**config.mk**
```make
export PLATFORM = sky130hd
export DESIGN_NAME = sample_frame_decoder
export DESIGN_NICKNAME = d
export VERILOG_FILES = /design/src/rtl/sample_frame_decoder.sv
export SDC_FILE = /design/constraint.sdc
export NUM_CORES = 1
export LEC_CHECK = 0
export BUFFER_PORTS_ARGS = -buffer_cell sky130_fd_sc_hd__clkbuf_2
export CORE_MARGIN = 2
export CORE_UTILIZATION = 50
export DETAILED_ROUTE_END_ITERATION = 12
export GPL_TIMING_DRIVEN = 0
export PLACE_DENSITY_LB_ADDON = 0.2
export RECOVER_POWER = 100
export REMOVE_ABC_BUFFERS = 1
export SETUP_SLACK_MARGIN = 0.1
export SKIP_CTS_REPAIR_TIMING = 1
export SLEW_MARGIN = 20
export SYNTH_ARGS = -nofsm -noshare
export SYNTH_HDL_FRONTEND = slang
export SYNTH_SLANG_ARGS = --single-unit
```
**constraint.sdc**
```tcl
create_clock -name clock -period 4.6 [get_ports clock]
set_input_delay 0.92 -clock clock [delete_from_list [all_inputs] [get_ports clock]]
set_output_delay 0.92 -clock clock [all_outputs]
set_load 0.005 [all_outputs]
```
**src/rtl/sample_frame_decoder.sv**
```systemverilog
// Frame decoder: finds 48-bit sync, tracks lock, and emits the ADC, audio and sequence fields of a 512-word frame.
// Define SEQ_CHECK_EN to add sequence-consistency checking on seqError; otherwise seqError is tied to 0.
module sample_frame_decoder (
  input  logic        clock,
  input  logic        reset,
  input  logic [15:0] dataIn,
  input  logic        dataInValid,
  output logic [9:0]  adcData,
  output logic        adcDataValid,
  output logic [11:0] audioLeft,
  output logic [11:0] audioRight,
  output logic        audioValid,
  output logic [5:0]  sequenceNumber,
  output logic        sequenceValid,
  output logic        locked,
  output logic        seqError
);

  localparam logic [1:0]  ST_SEARCH = 2'd0;
  localparam logic [1:0]  ST_VERIFY = 2'd1;
  localparam logic [1:0]  ST_LOCKED = 2'd2;
  localparam logic [47:0] SYNC      = 48'hDEAD_BEEF_CAFE;

  logic [1:0]  state_q, state_d;
  logic [8:0]  pos_q, pos_d;
  logic [47:0] sr_q, sr_d;
  logic        bad_cnt_q, bad_cnt_d;
  logic        frame_bad_q, frame_bad_d;
  logic        frame_ok_q, frame_ok_d;
  logic [5:0]  lhi_q, lhi_d, llo_q, llo_d, rhi_q, rhi_d;
  logic [9:0]  adc_q, adc_d;
  logic        adc_vld_q, adc_vld_d;
  logic [11:0] left_q, left_d, right_q, right_d;
  logic        aud_vld_q, aud_vld_d;
  logic [5:0]  seq_q, seq_d;
  logic        seq_vld_q, seq_vld_d;
  logic        locked_q, locked_d;

  logic [5:0]  field;
  logic [5:0]  sync_chunk;
  logic [47:0] window;
  logic        in_sync;
  logic        chunk_ok;
  logic        bad_now;

  assign field      = dataIn[15:10];
  assign sync_chunk = SYNC[6*pos_q[2:0] +: 6];
  // Newest field enters at the top, so after eight words the first-sent chunk sits in [5:0].
  assign window     = {field, sr_q[47:6]};
  assign in_sync    = (pos_q[8:3] == 6'd0);
  assign chunk_ok   = (field == sync_chunk);

  always_comb begin
    state_d     = state_q;
    pos_d       = pos_q;
    sr_d        = sr_q;
    bad_cnt_d   = bad_cnt_q;
    frame_bad_d = frame_bad_q;
    frame_ok_d  = frame_ok_q;
    lhi_d       = lhi_q;
    llo_d       = llo_q;
    rhi_d       = rhi_q;
    adc_d       = adc_q;
    adc_vld_d   = 1'b0;
    left_d      = left_q;
    right_d     = right_q;
    aud_vld_d   = 1'b0;
    seq_d       = seq_q;
    seq_vld_d   = 1'b0;
    bad_now     = 1'b0;

    if (dataInValid) begin
      adc_d     = dataIn[9:0];
      adc_vld_d = 1'b1;
      case (state_q)
        ST_SEARCH: begin
          sr_d = window;
          if (window == SYNC) begin
            state_d = ST_VERIFY;
            pos_d   = 9'd8;
          end
        end
        ST_VERIFY: begin
          pos_d = pos_q + 9'd1;
          if (in_sync) begin
            if (!chunk_ok) begin
              state_d = ST_SEARCH;
              pos_d   = 9'd0;
              sr_d    = '0;
            end else if (pos_q == 9'd7) begin
              state_d     = ST_LOCKED;
              frame_ok_d  = 1'b1;
              frame_bad_d = 1'b0;
              bad_cnt_d   = 1'b0;
            end
          end
        end
        ST_LOCKED: begin
          pos_d = pos_q + 9'd1;
          if (in_sync) begin
            bad_now     = ((pos_q != 9'd0) && frame_bad_q) || !chunk_ok;
            frame_bad_d = bad_now;
            if (pos_q == 9'd7) begin
              frame_ok_d = !bad_now;
              if (!bad_now) begin
                bad_cnt_d = 1'b0;
              end else if (bad_cnt_q) begin
                state_d   = ST_SEARCH;
                pos_d     = 9'd0;
                sr_d      = '0;
                bad_cnt_d = 1'b0;
              end else begin
                bad_cnt_d = 1'b1;
              end
            end
          end
          case (pos_q)
            9'd8:  lhi_d = field;
            9'd9:  llo_d = field;
            9'd10: rhi_d = field;
            9'd11: if (frame_ok_q) begin
              left_d    = {lhi_q, llo_q};
              right_d   = {rhi_q, field};
              aud_vld_d = 1'b1;
            end
            9'd14: if (frame_ok_q) begin
              seq_d     = field;
              seq_vld_d = 1'b1;
            end
            default: ;
          endcase
        end
        default: begin
          state_d = ST_SEARCH;
          pos_d   = 9'd0;
        end
      endcase
    end
    locked_d = (state_d == ST_LOCKED);
  end

  always_ff @(posedge clock or posedge reset) begin
    if (reset) begin
      state_q     <= ST_SEARCH;
      pos_q       <= '0;
      sr_q        <= '0;
      bad_cnt_q   <= 1'b0;
      frame_bad_q <= 1'b0;
      frame_ok_q  <= 1'b0;
      lhi_q       <= '0;
      llo_q       <= '0;
      rhi_q       <= '0;
      adc_q       <= '0;
      adc_vld_q   <= 1'b0;
      left_q      <= '0;
      right_q     <= '0;
      aud_vld_q   <= 1'b0;
      seq_q       <= '0;
      seq_vld_q   <= 1'b0;
      locked_q    <= 1'b0;
    end else begin
      state_q     <= state_d;
      pos_q       <= pos_d;
      sr_q        <= sr_d;
      bad_cnt_q   <= bad_cnt_d;
      frame_bad_q <= frame_bad_d;
      frame_ok_q  <= frame_ok_d;
      lhi_q       <= lhi_d;
      llo_q       <= llo_d;
      rhi_q       <= rhi_d;
      adc_q       <= adc_d;
      adc_vld_q   <= adc_vld_d;
      left_q      <= left_d;
      right_q     <= right_d;
      aud_vld_q   <= aud_vld_d;
      seq_q       <= seq_d;
      seq_vld_q   <= seq_vld_d;
      locked_q    <= locked_d;
    end
  end

`ifdef SEQ_CHECK_EN
  logic [5:0] seq_cur_q, seq_cur_d;
  logic [5:0] prev_seq_q, prev_seq_d;
  logic       have_prev_q, have_prev_d;
  logic       err_done_q, err_done_d;
  logic       seq_err_q, seq_err_d;
  logic       fault;
  logic [5:0] prev_succ;

  // Sequence numbers count modulo 63, so 62 rolls over to 0.
  assign prev_succ = (prev_seq_q >= 6'd62) ? 6'd0 : prev_seq_q + 6'd1;

  always_comb begin
    seq_cur_d   = seq_cur_q;
    prev_seq_d  = prev_seq_q;
    have_prev_d = have_prev_q;
    err_done_d  = err_done_q;
    seq_err_d   = 1'b0;
    fault       = 1'b0;
    if (dataInValid && (state_q == ST_LOCKED)) begin
      if (pos_q == 9'd0) begin
        err_done_d = 1'b0;
      end else if (pos_q == 9'd14) begin
        seq_cur_d   = field;
        prev_seq_d  = field;
        have_prev_d = 1'b1;
        fault       = have_prev_q && (field != prev_seq_q) && (field != prev_succ);
      end else if (pos_q > 9'd14) begin
        fault = (field != seq_cur_q);
      end
      if (fault && !err_done_q) begin
        seq_err_d  = 1'b1;
        err_done_d = 1'b1;
      end
    end
    if (state_d != ST_LOCKED) begin
      have_prev_d = 1'b0;
      err_done_d  = 1'b0;
    end
  end

  always_ff @(posedge clock or posedge reset) begin
    if (reset) begin
      seq_cur_q   <= '0;
      prev_seq_q  <= '0;
      have_prev_q <= 1'b0;
      err_done_q  <= 1'b0;
      seq_err_q   <= 1'b0;
    end else begin
      seq_cur_q   <= seq_cur_d;
      prev_seq_q  <= prev_seq_d;
      have_prev_q <= have_prev_d;
      err_done_q  <= err_done_d;
      seq_err_q   <= seq_err_d;
    end
  end

  assign seqError = seq_err_q;
`else
  assign seqError = 1'b0;
`endif

  assign adcData        = adc_q;
  assign adcDataValid   = adc_vld_q;
  assign audioLeft      = left_q;
  assign audioRight     = right_q;
  assign audioValid     = aud_vld_q;
  assign sequenceNumber = seq_q;
  assign sequenceValid  = seq_vld_q;
  assign locked         = locked_q;

endmodule

```
==> reports/results.txt <==
clock skew -> 4.85 ps
Achievable Freq -> 0.287 GHz
Setup WS post-layout -> 1120 ps
Worst Setup End Kind -> register
First-pass DRT Iterations -> 4
RD Place Congestion -> 0.833
Final Max Slew Viols -> 67
DP Area -> 5850 µm²
drt via density -> 5.57
Ant. Diodes -> 0
Netlist cell types -> 49
relative slew slack -> -66.6%
worst r2r src -> pos_q[0]
via count -> 3545
Critical Path Start Type -> register
root buffer cell -> clkbuf_8
first-pass GRT wire length -> 18400 µm
P per Cell Area -> 526 nW/µm²
hpwl dp -> 7360 µm
CP Max Fanout -> 16
Clock power frac -> 43.9%
Pleak -> 0.00310 µW
Util after Layout -> 60.1%
final hold vios -> 0
Max Cap Viol -> 2
Tightest Hold Check Type -> register to register
# fillers -> 910
Core Area -> 10700 µm²
crit path to -> sr_q[44]
kind of critical path -> register to register
antenna violations before repair -> 0
layout cell share with drive strength beyond 1 -> 35.1%
GR Layer Usage met3 -> 6.87%
Reg power frac -> 40.5%
clk sinks -> 118
post-synth top area cell -> dfrtp_1
area of the multi-input gates -> 2300 µm²
RSZ-0062 raised after global routing -> no
Starting Density -> 50.8%
number of global-route vias before repair -> 3571
Setup WS pre-CTS -> 943 ps
reg2reg path depth -> 9
Synth Register Bits -> 118
Design Area, Final -> 6460 µm²
# nets final -> 512
final global-route overflow total -> 0
Critical Path RT -> 4990 ps
Slew @ Worst Pin -> 2490 ps
io pins -> 64
CP Launch Point -> pos_q[0]
async set-reset flop share out of synthesis -> 100%
Comb power frac -> 15.6%
Ys Warns -> 0
NetSw -> 818 µW
top_reg_cell synth -> dfrtp_1
Power Total -> 3400 µW
Synth Area per Inst -> 12.8 µm²
grt met2 use -> 31.1%
Sw Share -> 24.1%
failing checks -> capacitance limit, slew limit
Longest Clk Path Bufs -> 2
Worst Path Arrival -> 3870 ps
Die H -> 108 µm
Internal Power -> 2580 µW
top cells by count, synth -> dfrtp_1, mux2_2, nor2b_1, nand2_1
Syn Inst Count -> 426
dpl cells -> 605
largest net degree at the start of global routing -> 62
run status -> finished with violations
Final Instance Count excl. Fillers -> 636
Synth area leaders -> dfrtp_1, mux2_2, nor2b_1, ha_1, and3_1
maximum vdd drop -> 0.258 mV
Worst-path clk slew -> 60 ps
initial drt markers -> 143
fin crit share -> 75.7%
H-tree levels -> 4
Post-synth EDFFs -> 0
Critical R2R Capture -> sr_q[44]
DRT antenna net count -> 0
reg-to-reg slack, setup -> 1120 ps
final setup violation count -> 0
Tot GR Track Use -> 20.6%
Detailed Route WL -> 11000 µm
Top Usage Layer GRT -> met2
Final min period -> 3480 ps
# DRC -> 0
worst-skew pair later-pin latency -> 510 ps
WL/cell -> 17.2 µm
share of the yosys chip area belonging to registers -> 54.1%
CTS Buf Count -> 17
Die X -> 108 µm
site row count -> 38
CTS tree -> yes
FF+latch area -> 2950 µm²
GR Util met1 -> 28.3%
number of port buffers -> 62
share of the synthesized area in the top cell type -> 54.1%
synthesis-to-finish area growth -> 18.4%
top-count cell post-synth -> dfrtp_1
Mapped Area -> 5460 µm²
die area -> 11800 µm²
[per-stage QoR]
stage               TNS, ps  hold slack (ps)
floorplan                 0              436
global placement     -80690              462
detailed placement        0              463
CTS                       0              470
global route              0              519
finish                    0              468
[worst min-delay path by stage]
stage | start | endpoint | depth (start not counted)
2_1_floorplan | bad_cnt_q | bad_cnt_q | 1
3_3_place_gp | bad_cnt_q | bad_cnt_q | 1
3_5_place_dp | bad_cnt_q | bad_cnt_q | 1
4_1_cts | reset | sequenceNumber[0] | 2
5_1_grt | sequenceNumber[5] | sequenceNumber[5] | 1
6_report | bad_cnt_q | bad_cnt_q | 1
[registers in the layout (all words and copies together), names as in the netlist, 2 cells and up]
| name | count |
|---|---|
| sr_q | 42 |
| audioLeft | 12 |
| audioRight | 12 |
| adcData | 10 |
| pos_q | 9 |
| lhi_q | 6 |
| llo_q | 6 |
| rhi_q | 6 |
| sequenceNumber | 6 |
| state_q | 2 |
[cell usage in the layout (no fill, tap or decap), types with 2 or more instances in the layout]
cell type    n
and3_1      10
o21ai_0     10
clkbuf_2    36
a22o_1       7
mux2_2      97
a21oi_1      4
ha_1         8
o31ai_1      3
nand3_1      4
clkbuf_8     9
nand4_1      7
a21o_1       4
a31oi_1      4
nor2_1       6
nor2b_1     50
nand2_1     12
nor4_1       6
clkbuf_1    27
xor2_1       2
mux2_1       3
inv_1       10
a211oi_1     4
buf_6        2
clkbuf_16   16
nand4b_1     4
mux2i_1      2
dfrtp_1    118
o311a_1      2
or3b_2       2
or4bb_1      2
bufinv_16    5
[per-layer routing]
metal / vias to the layer above / share of wire (%)
li1: 1633 / -
met2: 82 / 48
met1: 1821 / 45
met5: - / 0
met3: 9 / 5.5
met4: 0 / 0.90
[critical path: stages, from the launching register on]
cell,delay [ps]
dfrtp_1,490
inv_1,150
ha_1,340
nand2_1,110
nor3_1,50
o31ai_1,440
nor2_1,200
a211oi_2,900
buf_6,300
mux2_2,360
[logic make-up after synthesis]
logic type	synth area share (%)
buffers and inverters	3.46
adder cells (fa/ha/maj)	2.06
other	0.0687
multiplexers	21.0
XOR/XNOR	0.482
flip-flops	54.1
AND/OR/NAND/NOR	12.7
AO/OA/AOI/OAI	6.08
[power groups by stage]
stage | logic, µW | clock network [µW] | registers (µW)
after CTS | 546 | 1520 | 1380
after global placement | 515 | 0 | 1380
after global routing | 593 | 1570 | 1400
after detailed placement | 542 | 0 | 1390
after floorplan | 432 | 0 | 1340
final | 531 | 1490 | 1370
[cell type report]
class                           count  share of cell area, %
Sequential cell                   118                   45.7
Timing Repair Buffer               65                   4.71
Inverter                           11                  0.659
Clock inverter                      6                   2.46
Tap cell                          140                   2.71
Multi-Input combinational cell    271                   35.6
Clock buffer                       25                   8.12
No activity file was read; power rests on OpenSTA's default activity.
